**src/rtl/mem_load_store_unit.sv**
```systemverilog
`default_nettype none
// ============================================================================
// Module   : mem_load_store_unit
// Purpose  : MEM-stage load/store unit driving a word-wide data memory.
//            Sub-word stores use read-modify-write; loads are lane-extracted.
// Revision : 1.0 - initial release
// ============================================================================
module mem_load_store_unit #(
    parameter int ADDR_WIDTH = 32
) (
    input  logic                  Clk,
    input  logic                  Reset,
    input  logic                  Req_Valid,
    input  logic                  Req_Write,
    input  logic [1:0]            Req_Size,
    input  logic                  Req_Signed,
    input  logic [ADDR_WIDTH-1:0] Req_Addr,
    input  logic [31:0]           Req_Wdata,
    output logic                  Stall,
    output logic                  Resp_Valid,
    output logic [31:0]           Resp_Rdata,
    output logic                  Access_Error,
    output logic [ADDR_WIDTH-1:0] Mem_Addr,
    output logic                  Mem_Read,
    output logic                  Mem_Write,
    output logic [31:0]           Mem_Write_Data,
    input  logic [31:0]           Mem_Read_Data
);

    typedef enum logic [1:0] {
        IDLE = 2'd0,
        RD   = 2'd1,
        WR   = 2'd2,
        DONE = 2'd3
    } state_t;

    localparam logic [1:0] SZ_BYTE = 2'b00;
    localparam logic [1:0] SZ_HALF = 2'b01;
    localparam logic [1:0] SZ_WORD = 2'b10;

    state_t                  state_q;
    logic                    write_q;
    logic [1:0]              size_q;
    logic                    signed_q;
    logic [1:0]              lane_q;
    logic                    resp_valid_q;
    logic                    access_error_q;
    logic [31:0]             resp_rdata_q;
    logic [ADDR_WIDTH-1:0]   mem_addr_q;
    logic [31:0]             mem_write_data_q;

    logic                    req_err;
    logic [7:0]              rd_byte;
    logic [15:0]             rd_half;
    logic [31:0]             rd_extract_d;
    logic [31:0]             wr_merge_d;

    always_comb begin
        req_err = 1'b0;
        case (Req_Size)
            SZ_HALF: req_err = Req_Addr[0];
            SZ_WORD: req_err = |Req_Addr[1:0];
            SZ_BYTE: req_err = 1'b0;
            default: req_err = 1'b1;
        endcase
    end

    always_comb begin
        rd_byte = Mem_Read_Data[7:0];
        case (lane_q)
            2'd0: rd_byte = Mem_Read_Data[7:0];
            2'd1: rd_byte = Mem_Read_Data[15:8];
            2'd2: rd_byte = Mem_Read_Data[23:16];
            default: rd_byte = Mem_Read_Data[31:24];
        endcase
        rd_half = lane_q[1] ? Mem_Read_Data[31:16] : Mem_Read_Data[15:0];

        rd_extract_d = Mem_Read_Data;
        if (size_q == SZ_BYTE) begin
            rd_extract_d = {{24{signed_q & rd_byte[7]}}, rd_byte};
        end else if (size_q == SZ_HALF) begin
            rd_extract_d = {{16{signed_q & rd_half[15]}}, rd_half};
        end
    end

    // Store data sits right-justified in mem_write_data_q until the old word arrives.
    always_comb begin
        wr_merge_d = Mem_Read_Data;
        if (size_q == SZ_BYTE) begin
            case (lane_q)
                2'd0: wr_merge_d[7:0]   = mem_write_data_q[7:0];
                2'd1: wr_merge_d[15:8]  = mem_write_data_q[7:0];
                2'd2: wr_merge_d[23:16] = mem_write_data_q[7:0];
                default: wr_merge_d[31:24] = mem_write_data_q[7:0];
            endcase
        end else if (lane_q[1]) begin
            wr_merge_d[31:16] = mem_write_data_q[15:0];
        end else begin
            wr_merge_d[15:0] = mem_write_data_q[15:0];
        end
    end

    always_ff @(posedge Clk) begin
        if (Reset) begin
            state_q          <= IDLE;
            write_q          <= 1'b0;
            size_q           <= 2'b00;
            signed_q         <= 1'b0;
            lane_q           <= 2'b00;
            resp_valid_q     <= 1'b0;
            access_error_q   <= 1'b0;
            resp_rdata_q     <= 32'h0;
            mem_addr_q       <= '0;
            mem_write_data_q <= 32'h0;
        end else begin
            resp_valid_q   <= 1'b0;
            access_error_q <= 1'b0;
            case (state_q)
                IDLE: begin
                    if (Req_Valid) begin
                        write_q    <= Req_Write;
                        size_q     <= Req_Size;
                        signed_q   <= Req_Signed;
                        lane_q     <= Req_Addr[1:0];
                        mem_addr_q <= {Req_Addr[ADDR_WIDTH-1:2], 2'b00};
                        if (req_err) begin
                            resp_valid_q   <= 1'b1;
                            access_error_q <= 1'b1;
                            resp_rdata_q   <= 32'h0;
                            state_q        <= DONE;
                        end else if (Req_Write) begin
                            mem_write_data_q <= Req_Wdata;
                            state_q          <= (Req_Size == SZ_WORD) ? WR : RD;
                        end else begin
                            state_q <= RD;
                        end
                    end
                end
                RD: begin
                    if (write_q) begin
                        mem_write_data_q <= wr_merge_d;
                        state_q          <= WR;
                    end else begin
                        resp_rdata_q <= rd_extract_d;
                        resp_valid_q <= 1'b1;
                        state_q      <= DONE;
                    end
                end
                WR: begin
                    resp_rdata_q <= 32'h0;
                    resp_valid_q <= 1'b1;
                    state_q      <= DONE;
                end
                default: begin
                    state_q <= IDLE;
                end
            endcase
        end
    end

    assign Mem_Read       = ~Reset & (state_q == RD);
    assign Mem_Write      = ~Reset & (state_q == WR);
    assign Stall          = ~Reset & (((state_q == IDLE) & Req_Valid) |
                                      (state_q == RD) | (state_q == WR));
    assign Resp_Valid     = resp_valid_q;
    assign Access_Error   = access_error_q;
    assign Resp_Rdata     = resp_rdata_q;
    assign Mem_Addr       = mem_addr_q;
    assign Mem_Write_Data = mem_write_data_q;

endmodule
`default_nettype wire

```
**config.mk**
```make
export PLATFORM = sky130hd
export DESIGN_NAME = mem_load_store_unit
export DESIGN_NICKNAME = d
export VERILOG_FILES = /design/src/rtl/mem_load_store_unit.sv
export SDC_FILE = /design/constraint.sdc
export NUM_CORES = 1
export LEC_CHECK = 0
export ABC_AREA = 1
export BUFFER_PORTS_ARGS = -buffer_cell sky130_fd_sc_hd__buf_2
export CAP_MARGIN = 20
export CELL_PAD_IN_SITES_DETAIL_PLACEMENT = 1
export CELL_PAD_IN_SITES_GLOBAL_PLACEMENT = 2
export CORE_MARGIN = 4
export CORE_UTILIZATION = 25
export DETAILED_ROUTE_END_ITERATION = 8
export GPL_TIMING_DRIVEN = 0
export PLACE_DENSITY_LB_ADDON = 0.1
export SYNTH_ARGS = -nofsm -noshare
export SYNTH_HDL_FRONTEND = slang
export SYNTH_SLANG_ARGS = --single-unit
```
**constraint.sdc**
```tcl
create_clock -name Clk -period 1.85 [get_ports Clk]
set_input_delay 0.0925 -clock Clk [delete_from_list [all_inputs] [get_ports Clk]]
set_output_delay 0.0925 -clock Clk [all_outputs]
set_load 0.05 [all_outputs]
```
==> results.md <==
Flow run:
- Across the run, the number of max-cap violations was 0.

Place:
- After detailed placement, the design holds a cell count of about 1,400.
- The half-perimeter wire length after detailed placement is 20.2 mm.
- The pre-CTS worst setup slack is -350 ps.
- The placed instances occupy a cell area of approximately 0.0069 sq mm.
- The congestion estimate from routability-driven global placement came to about 0.84.
- Buffers placed on the I/O ports in this run total ~200.

Layout:
- The final standard cell count with taps included and fillers excluded is 1,437.
- The fraction of final layout cells with drive strength greater than 1 is about 26%.
- Summing all non-filler instances in the final layout gives an area of about 0.0078 sq mm.
- The top cell types in the final layout, fill and taps aside, are nor2_1 (223), buf_2 (207), nand2_1 (186).
- Registers take around 0.0021 sq mm.
- Fill cells in the final layout number 2,916.
- The combined area of the multi-input logic cells is slightly above 0.003 sq mm.
- The area growth from synthesis to layout is 40.2%.
- The commonest non-fill, non-tap cell in the layout is nor2_1.
- The final layout contains roughly 1,300 nets.

Synthesis:
- After synthesis, the largest family of logic cells by area is simple AND/OR/NAND/NOR gates.
- The top flip-flop cell by instance count after synthesis is dfxtp_1.
- The mux cell area share after synthesis is 0%.
- The synthesized netlist cell count is about 900.
- The post-synthesis adder-cell area fraction is 0.898%.
- After synthesis, the share of flip-flops with an asynchronous set or reset is 0%.
- Synthesis instantiated 33 different standard cells from the library.
- The area fraction in compound gates after synthesis is a little under a fifth.
- Yosys printed 0 warnings.
- The synthesized design contains 104 register bits.
- By area the synthesized netlist is led by dfxtp_1 (37%), nor2_1 (15%), nand2_1 (13%), o21ai_0 (9.5%), a21oi_1 (5.7%).
- In this run the cell area of the synthesized design comes to roughly 0.0056 sq mm.
- Summed over its instances, the top area cell type makes up a little under two fifths of the synthesized netlist area.
- The number of flops mapped to enable cells by yosys is 0.
- The share of synthesized cell area in and, or, nand and nor gates is about 34%.
- The xor and xnor fraction of the mapped netlist area is 0%.
- The share of the Yosys chip area taken by registers is 37.4%.
- dfxtp_1 takes more of the synthesized area than any other cell.
- The average footprint of a synthesized cell is ~6.2 sq um.

Floorplanning:
- The floorplan has 54 rows.
- In this run the standard cell core region covers between 0.02 and 0.025 sq mm.
- Measured along the y axis, the die boundary spans 157 um.
- For this configuration, the core starts out at a cell density of 25.5%.
- The die covers between 0.02 and 0.025 sq mm.
- The x dimension of the die is 157 um.
- The number of top-level pins is roughly 200.

Power:
- The analysis attributes to cell leakage a power of about 3.8 nW.
- The overall power is 14.4 mW.
- Dividing total power by cell area gives a power density of approximately 1800 mW/mm^2.
- Across the VDD grid, the largest voltage drop is between 0.0007 and 0.0008 V.

Setup path:
- Data arrives at the worst endpoint at approximately 1700 ps.
- The cell at the slowest stage of the critical path is dfxtp_4.
- STA classifies the critical path endpoint as an output port.
- The critical path goes through inv_2, ha_4, nand2_2, buf_4, a31oi_2, buf_6.
- On the worst path, the slowest cell contributes a delay of about 370 ps.
- By startpoint and endpoint, the worst setup path is classified as reg -> out.
- The largest driver fanout on the critical path is 10.
- At the worst endpoint, the required time is around 1800 ps.
- STA classifies the critical path startpoint as a flip-flop.

Routing:
- The detailed router placed ~6,500 vias in this run.
- The count of TritonRoute iterations in the first routing pass is 4.
- In this run, the number of DRC markers left after iteration 0 of detailed routing was about 220.
- The final wirelength is about 25 mm.
- In the final routed layout, each cell accounts on average for ~17 um.
- The via density per instance is 4.51.
- The count of antenna-violating nets left after detailed routing is 0.
- The post-detailed-route DRC marker count is 0.

Timing:
- Setup slack on the critical path of the routed design comes to about 80 ps.
- The worst-margin pin slew is 597 ps.
- The clock arrives with roughly 13 ps of skew.
- In this run the tightest slew margin relative to its limit is roughly three fifths.
- The number of max-slew violations in the final report is 0.
- The worst-case hold slack is 1.66 ps.
- The fraction of the cycle the final worst path needs is between 90% and 100%.
- The achievable frequency is about 0.57 GHz.
- The final count of hold timing violations is 0.
- Setup violations remaining at the end of the flow were counted as 0.
- Subtracting the final worst setup slack from the clock period gives 1770 ps.

Global route:
- The number of global-route vias before repair came to 6,714.
- Global routing used 20.3% of the available tracks across all layers.
- The largest net degree at the start of global routing is 22.
- The first global-routing pass estimated 38.7 mm of wire.
- The initial antenna violation count was 3.
- The sum of overflow across all layers after global routing is 0.

Clock tree:
- The clock root buffer is clkbuf_16.
- No sink is reached through more buffers than the 2 on the longest clock path.
- In this run the number of H-tree levels came out at 3.
- The number of buffers inserted during clock tree synthesis is 9.
- The clock insertion delay at the later pin of the skew report is 370 ps.
- The clock net sink count is around 100.
- The clock transition at the registers of the reported paths is approximately 80 ps.
- The CTS tree is yes.

Min path:
- The tightest min-delay check is of the in -> reg type.

Outcome:
- The run finished with clean final reports.
-- cell families after synthesis --
family                   after synthesis
AO/OA/AOI/OAI                        200
buffers and inverters                122
AND/OR/NAND/NOR                      468
other                                  1
adder cells (fa/ha/maj)                4
flip-flops                           104
-- routing by layer --
layer	wire length (um)	share of wire [%]	up-vias	track usage, %
li1	-	-	3366	-
met1	11500	46	2953	27.1
met2	11700	47	136	33.7
met3	1490	6.0	20	4.65
met4	294	1.2	4	4.10
met5	27	0.11	-	0
-- critical path, delay by kind of cell (launching register included) --
kind | cells | cell delay (ps)
buffers and inverters | 3 | 460
flip-flops | 1 | 370
adder cells (fa/ha/maj) | 1 | 190
AO/OA/AOI/OAI | 1 | 170
AND/OR/NAND/NOR | 1 | 110
-- power by group --
part	switching [mW]	internal (mW)
Clock	1.05	1.11
Sequential	0.491	2.96
Combinational	6.37	2.46
Total	7.91	6.54
-- metrics by stage --
stage | TNS (ps) | utilization, %
6_report | 0 | 35.7
3_5_place_dp | -13330 | 31.7
2_1_floorplan | 0 | -
4_1_cts | -28.2 | 35.1
5_1_grt | -15.1 | 35.7
3_3_place_gp | -12600 | 31.7
-- area by class of cell --
type / count / share of cell area [%]
tap: 280 / 4.48
clock inverter: 7 / 1.44
timing repair buffer: 241 / 17.8
buffer: 55 / 4.16
multi-input combinational: 674 / 39.2
antenna: 1 / 0.0320
clock buffer: 9 / 2.88
sequential: 104 / 26.8
inverter: 66 / 3.23
-- cells in the mapped netlist (2+ instances only) --
master / n
nand2_2: 2
a31oi_1: 2
buf_2: 13
dfxtp_1: 104
inv_1: 57
nor3_1: 8
o21ai_0: 106
nor2_4: 3
clkbuf_1: 31
buf_1: 2
ha_1: 4
nand2_1: 189
buf_4: 6
nand3_1: 33
buf_6: 3
nor2_1: 225
a21oi_1: 63
o21ai_1: 17
inv_2: 9
a211oi_1: 9
-- registers in the layout, summed over array words and instances, names as in the netlist --
| name | flops |
|---|---|
| Resp_Rdata | 32 |
| signed_q | 1 |
| Mem_Addr | 30 |
| lane_q | 2 |
| Resp_Valid | 1 |
| state_q | 2 |
| write_q | 1 |
| size_q | 2 |
| Mem_Write_Data | 32 |
| Access_Error | 1 |
-- final timing paths --
path / to / cells past startpoint / slack [ps] / start
hold / removal: Mem_Addr[3]$_SDFFE_PP0P_ / 3 / 2 / Req_Addr[3]
setup reg to reg: Mem_Write_Data[5]$_SDFFE_PP0P_ / 8 / 130 / state_q[1]$_SDFFE_PP0N_
hold reg to reg: Resp_Rdata[12]$_SDFFE_PP0P_ / 2 / 470 / Resp_Rdata[12]$_SDFFE_PP0P_
setup / recovery: Stall / 6 / 80 / state_q[0]$_SDFFE_PP0N_
-- timing repair --
action                                  4_1_cts  5_1_grt
hold endpoints to repair                     30        0
buffers inserted                              3        7
pin swaps                                     1        5
gates resized for setup                      29       39
endpoints found under the setup margin       63       65
hold buffers                                 30        0
cloned                                        0        0
Power figures use the tool's default switching activity.
